--- config.mk ---
export PLATFORM = sky130hd
export DESIGN_NAME = mem_port_arbiter
export DESIGN_NICKNAME = d
export VERILOG_FILES = /design/src/rtl/mem_arb_pkg.sv /design/src/rtl/rr_pick2.sv /design/src/rtl/mem_port_arbiter.sv
export SDC_FILE = /design/constraint.sdc
export NUM_CORES = 1
export LEC_CHECK = 0
export CELL_PAD_IN_SITES_DETAIL_PLACEMENT = 1
export CELL_PAD_IN_SITES_GLOBAL_PLACEMENT = 1
export CORE_MARGIN = 4
export CORE_UTILIZATION = 43
export DETAILED_ROUTE_END_ITERATION = 6
export DONT_BUFFER_PORTS = 1
export PLACE_DENSITY = 0.72
export SLEW_MARGIN = 15
export SYNTH_ARGS = -nofsm -noshare
export SYNTH_HDL_FRONTEND = slang
export SYNTH_SLANG_ARGS = --single-unit
--- constraint.sdc ---
create_clock -name clk -period 1.99 [get_ports clk]
set_input_delay 0.398 -clock clk [delete_from_list [all_inputs] [get_ports clk]]
set_output_delay 0.398 -clock clk [all_outputs]
set_load 0.01 [all_outputs]
--- src/rtl/mem_arb_pkg.sv ---
// Shared types for the unified memory port arbiter.
package mem_arb_pkg;

    typedef enum logic [1:0] {
        IDLE   = 2'd0,
        ACCESS = 2'd1,
        RESP   = 2'd2
    } state_t;

    typedef enum logic {
        PORT_CORE = 1'b0,
        PORT_DMA  = 1'b1
    } port_t;

    // DMA counts as the most recent winner out of reset, so the core wins
    // the first contention.
    localparam port_t RESET_LAST = PORT_DMA;

endpackage

--- src/rtl/rr_pick2.sv ---
// Two-way round-robin select between the core and DMA requesters.
module rr_pick2
    import mem_arb_pkg::*;
(
    input  logic       i_c_req,
    input  logic       i_d_req,
    input  port_t      i_last,
    output logic [1:0] o_grant,   // bit 0 = core, bit 1 = DMA
    output logic       o_valid
);

    // A lone requester always wins; under contention the port not granted last wins.
    always_comb begin
        o_grant = 2'b00;
        if (i_c_req && i_d_req) begin
            o_grant = (i_last == PORT_DMA) ? 2'b01 : 2'b10;
        end else if (i_c_req) begin
            o_grant = 2'b01;
        end else if (i_d_req) begin
            o_grant = 2'b10;
        end
    end

    assign o_valid = i_c_req | i_d_req;

endmodule

--- src/rtl/mem_port_arbiter.sv ---
// Arbiter and sequencer for the shared instruction/data memory port.
// Runs one transaction at a time (IDLE -> ACCESS -> RESP) and aborts
// accesses that see no mem_ready within TIMEOUT cycles.
module mem_port_arbiter
    import mem_arb_pkg::*;
#(
    parameter int unsigned AW      = 32,
    parameter int unsigned DW      = 32,
    parameter int unsigned TIMEOUT = 16
) (
    input  logic          clk,
    input  logic          reset,
    input  logic          c_req,
    input  logic          c_we,
    input  logic [AW-1:0] c_addr,
    input  logic [DW-1:0] c_wdata,
    output logic          c_ack,
    output logic          c_stall,
    input  logic          d_req,
    input  logic          d_we,
    input  logic [AW-1:0] d_addr,
    input  logic [DW-1:0] d_wdata,
    output logic          d_ack,
    output logic [DW-1:0] rdata,
    output logic          err,
    output logic          mem_req,
    output logic          mem_we,
    output logic [AW-1:0] mem_addr,
    output logic [DW-1:0] mem_wdata,
    input  logic [DW-1:0] mem_rdata,
    input  logic          mem_ready
);

    localparam int unsigned CW = $clog2(TIMEOUT);
    localparam logic [CW-1:0] CNT_LAST = CW'(TIMEOUT - 1);

    state_t        r_state;
    port_t         r_owner;
    logic          r_own_vld;
    port_t         r_last;
    logic [CW-1:0] r_cnt;
    logic          r_mem_req;
    logic          r_mem_we;
    logic [AW-1:0] r_mem_addr;
    logic [DW-1:0] r_mem_wdata;
    logic          r_c_ack;
    logic          r_d_ack;
    logic [DW-1:0] r_rdata;
    logic          r_err;

    logic [1:0]    w_grant;
    logic          w_valid;
    port_t         w_win;
    logic          w_timeout;

    rr_pick2 u_pick (
        .i_c_req (c_req),
        .i_d_req (d_req),
        .i_last  (r_last),
        .o_grant (w_grant),
        .o_valid (w_valid)
    );

    assign w_win     = w_grant[1] ? PORT_DMA : PORT_CORE;
    assign w_timeout = (r_cnt == CNT_LAST);

    // Transaction sequencer: grant and latch in IDLE, wait in ACCESS, ack in RESP.
    always_ff @(posedge clk or negedge reset) begin
        if (!reset) begin
            r_state     <= IDLE;
            r_owner     <= PORT_CORE;
            r_own_vld   <= 1'b0;
            r_last      <= RESET_LAST;
            r_cnt       <= '0;
            r_mem_req   <= 1'b0;
            r_mem_we    <= 1'b0;
            r_mem_addr  <= '0;
            r_mem_wdata <= '0;
            r_c_ack     <= 1'b0;
            r_d_ack     <= 1'b0;
            r_rdata     <= '0;
            r_err       <= 1'b0;
        end else begin
            case (r_state)
                IDLE: begin
                    if (w_valid) begin
                        r_owner     <= w_win;
                        r_own_vld   <= 1'b1;
                        r_last      <= w_win;
                        r_mem_we    <= w_grant[1] ? d_we    : c_we;
                        r_mem_addr  <= w_grant[1] ? d_addr  : c_addr;
                        r_mem_wdata <= w_grant[1] ? d_wdata : c_wdata;
                        r_mem_req   <= 1'b1;
                        r_cnt       <= '0;
                        r_state     <= ACCESS;
                    end
                end
                ACCESS: begin
                    // mem_ready wins over a simultaneous timeout.
                    if (mem_ready || w_timeout) begin
                        r_rdata   <= mem_ready ? mem_rdata : '0;
                        r_err     <= ~mem_ready;
                        r_mem_req <= 1'b0;
                        r_c_ack   <= r_own_vld && (r_owner == PORT_CORE);
                        r_d_ack   <= r_own_vld && (r_owner == PORT_DMA);
                        r_state   <= RESP;
                    end else begin
                        r_cnt <= r_cnt + 1'b1;
                    end
                end
                RESP: begin
                    r_c_ack   <= 1'b0;
                    r_d_ack   <= 1'b0;
                    r_err     <= 1'b0;
                    r_own_vld <= 1'b0;
                    r_state   <= IDLE;
                end
                default: begin
                    r_state <= IDLE;
                end
            endcase
        end
    end

    assign c_ack     = r_c_ack;
    assign d_ack     = r_d_ack;
    assign rdata     = r_rdata;
    assign err       = r_err;
    assign mem_req   = r_mem_req;
    assign mem_we    = r_mem_we;
    assign mem_addr  = r_mem_addr;
    assign mem_wdata = r_mem_wdata;
    assign c_stall   = c_req & ~r_c_ack;

endmodule
==> key figures <==
Timing
  – Worst Tran Pin Value: ~0.68 ns
  – Fin. Hold Viols: between 100 and 150
  – F_max: slightly above 600 MHz
  – Number of setup violations in the final report: 0
  – Tmin final: between 1.5 and 2 ns
  – Worst Hold Slack: -0.2874 ns
  – Unrepaired setup endpoints after global routing: false
  – Final-layout setup total negative slack: 0 ns
  – Fin crit share: 82.27%
  – Number of max-slew violations in the final report: 0
  – Max-slew headroom: between 50% and 60%
  – Worst-case clock skew: around 0.013 ns

Place
  – Standard cell area after detailed placement: approximately 4800 um2
  – Inst Count DP: ~540
  – Routability congestion estimate from global placement: 0.7519
  – Number of I/O port buffers: 0
  – Dpl hpwl: 8.978 mm

Finish
  – Number of nets at the end of the flow: 575
  – Non-filler instance count after layout: approximately 550
  – Share of cells above drive strength 1: roughly 6.8%
  – Final design instance area without fill: 5025 um2
  – Most frequent cells in the layout: dfrtp_1, nand2_1, mux2i_1
  – Most common cell after layout, fill and taps aside: dfrtp_1
  – Area Growth Syn to Fin: 5.021%
  – # diodes: 0

Drt
  – Count of antenna-violating nets left after detailed routing: 0
  – Remaining routing DRC violations: 0
  – Vias post-DR: between 3000 and 4000
  – First-pass iteration count of the detailed router: 4
  – Post-detailed-route wirelength per cell: about 22 um
  – Post-Route WL: 12.04 mm
  – Iter 0 DRT Violations: approximately 180
  – Avg Vias per Cell: 5.716

Global routing
  – Wire length of the first global-routing pass: approximately 18 mm
  – Gr ovfl total: 0
  – Number of antenna violations at the first check in global routing: 0
  – Number of global-route vias before repair: between 3000 and 4000
  – Combined global-route utilization of all metal layers: a little under a fifth
  – Maximum number of pins on one net before global-route repair: ~110

Yosys
  – Synthesized netlist net count: 587
  – EDFF count, synth: 0
  – Share of flip-flops with an asynchronous set or reset after synthesis: 100.0%
  – Predominant post-synthesis flop cell: dfrtp_1
  – Post-Syn Area per Cell: 11.42 um2
  – Area leader, netlist: dfrtp_1
  – Mapped Area: approximately 4800 um2
  – Synth top area share: a little under three fifths
  – Gate count of the mapped netlist: roughly 420
  – Post-synthesis cell type count: 34
  – Sequential element share of the synthesized area: about 58%
  – Area contributors post-synth: dfrtp_1, mux2i_1, nand2_1
  – Seq cells post-synth: 110
  – Ys Warns: 0

Clock network
  – Clock tree from TritonCTS: yes
  – Post-CTS setup buffer count: 0
  – Worst-skew pair later-pin latency: 0.36 ns
  – Cell chosen for the clock root: clkbuf_8
  – Sinks on Clock Net: 110
  – Number of gates resized after cts: 0
  – Inserted Clock Buffers: 9
  – Clock-pin slew on the worst setup and hold paths: 0.11 ns
  – Number of H-tree levels: 3
  – Deepest clock path buffer count: 2

Worst setup path
  – CP peak stage delay: about 0.57 ns
  – Reg2reg path depth: 4
  – Critical path launch point type: register
  – Data arrival time at the worst-slack endpoint: about 1.9 ns
  – Crit Path Class: register to register
  – Worst-path cell with the longest stage delay: buf_4
  – Endpoint type of the worst setup path: register
  – Critical-path cell list: nor2_2 -> o21ai_4 -> buf_4 -> o21ai_0
  – Biggest fanout along the worst timing path: between 70 and 80
  – Data required time of the critical path: roughly 2.2 ns

Die
  – Die Y-Extent: roughly 110 um
  – Area of the placeable core: 10890 um2
  – Initial cell density of the core: between 40 and 50%
  – I/O Pins: approximately 270
  – Core Rows: 38
  – Die X-Extent: ~110 um
  – Die ar.: 12880 um2

Power and ir drop
  – Sequential power share: a little under three fifths
  – Gate power share: 25.4%
  – Power density relative to cell area: between 1500 and 2000 nW/um2
  – Largest voltage drop on the vdd net: around 0.59 mV
  – Clk pwr share: a little under a fifth
  – Switch Pwr: 3276 uW
  – Leakage Power: ~0.0023 uW
  – Power Internal: roughly 4900 uW
  – Switching power as a share of total power: about two fifths

Job
  – Max capacitance violation total: 0

Outcome
  – Violated checks: negative hold slack
  – Run status: finished with violations

Worst hold path
  – Hold/Removal Path Class: input port to asynchronous set/reset pin
-- flip-flops by register name, summed over array words and instances (netlist names) --
signal	flops
d_ack	1
r_last	1
rdata	32
r_owner	1
mem_req	1
r_cnt	4
mem_wdata	32
r_state	2
mem_addr	32
r_own_vld	1
c_ack	1
err	1
mem_we	1
-- worst paths after layout --
kind / slack [ns] / start / to
max: 0.35 / r_state[0]$_DFFE_PN0P_ / mem_wdata[19]$_DFFE_PN0P_
min: -0.29 / reset / mem_addr[4]$_DFFE_PN0P_
max reg2reg: 0.35 / r_state[0]$_DFFE_PN0P_ / mem_wdata[19]$_DFFE_PN0P_
min reg2reg: 0.50 / r_last$_DFFE_PN1P_ / r_last$_DFFE_PN1P_
max in group asynchronous: 2.04 / reset / r_last$_DFFE_PN1P_
min in group clk: 0.16 / mem_rdata[30] / rdata[30]$_DFFE_PN0P_
-- critical path, delay by kind of cell (launching register included) --
kind	cells	cell delay (ns)
simple gates	1	0.13
compound gates	2	0.29
flops	1	0.48
buf+inv	1	0.57
-- Yosys cell counts (2+ instances only) --
cell type and n:
nand3_1 6, nor2_1 3, inv_1 3, dfrtp_1 109, buf_6 13, o21ai_1 39
nand2_1 79, o21ai_0 31, o211ai_1 2, a22o_1 33, a21oi_1 2, mux2i_1 65
buf_2 7, buf_4 3, clkbuf_1 5
-- cell type report --
type | instances | area, um2
clock buffers | 10 | 127.6
fillers | 1220 | 5863
inverters | 3 | 11.26
multi-input cells | 277 | 1807
well taps | 140 | 175.2
repair buffers | 6 | 57.56
flip-flops and latches | 110 | 2754
clock inverters | 6 | 92.59
-- cell families (layout without fill, tap and decap cells) --
group                    Yosys count  after routing  share of synthesized area, %
adder cells (fa/ha/maj)            1              1                        0.2615
AO/OA/AOI/OAI                    116            116                         15.51
AND/OR/NAND/NOR                   95             95                         8.081
multiplexers                      65             65                         13.60
buffers and inverters             32             25                         4.995
flip-flops                       110            110                         57.56
-- per-layer routing --
layer	share of wire, %	vias to the layer above	global-route usage (%)
li1	-	1446	-
met1	37	1524	20.64
met2	52	167	31.41
met3	9.7	18	5.570
met4	1.7	0	7.051
met5	0	-	0
-- per-stage QoR --
stage	hold WS (ns)	power (uW)	setup WS, ns	util, %
2_1_floorplan	0.1024	6237	0.6115	-
3_3_place_gp	0.1050	6603	0.4423	44.13
3_5_place_dp	0.1051	6819	0.3354	44.13
4_1_cts	-0.3171	8324	0.3243	46.15
5_1_grt	-0.3281	8802	0.1439	46.15
6_report	-0.2874	8177	0.3528	46.15
-- power by group through the flow --
stage	clock network (uW)	registers (uW)	logic (uW)
floorplan	0	4350	1890
global placement	0	4650	1950
detailed placement	0	4700	2120
CTS	1550	4660	2120
global route	1630	4760	2410
finish	1480	4620	2080
(Power assumes the default switching activity.)
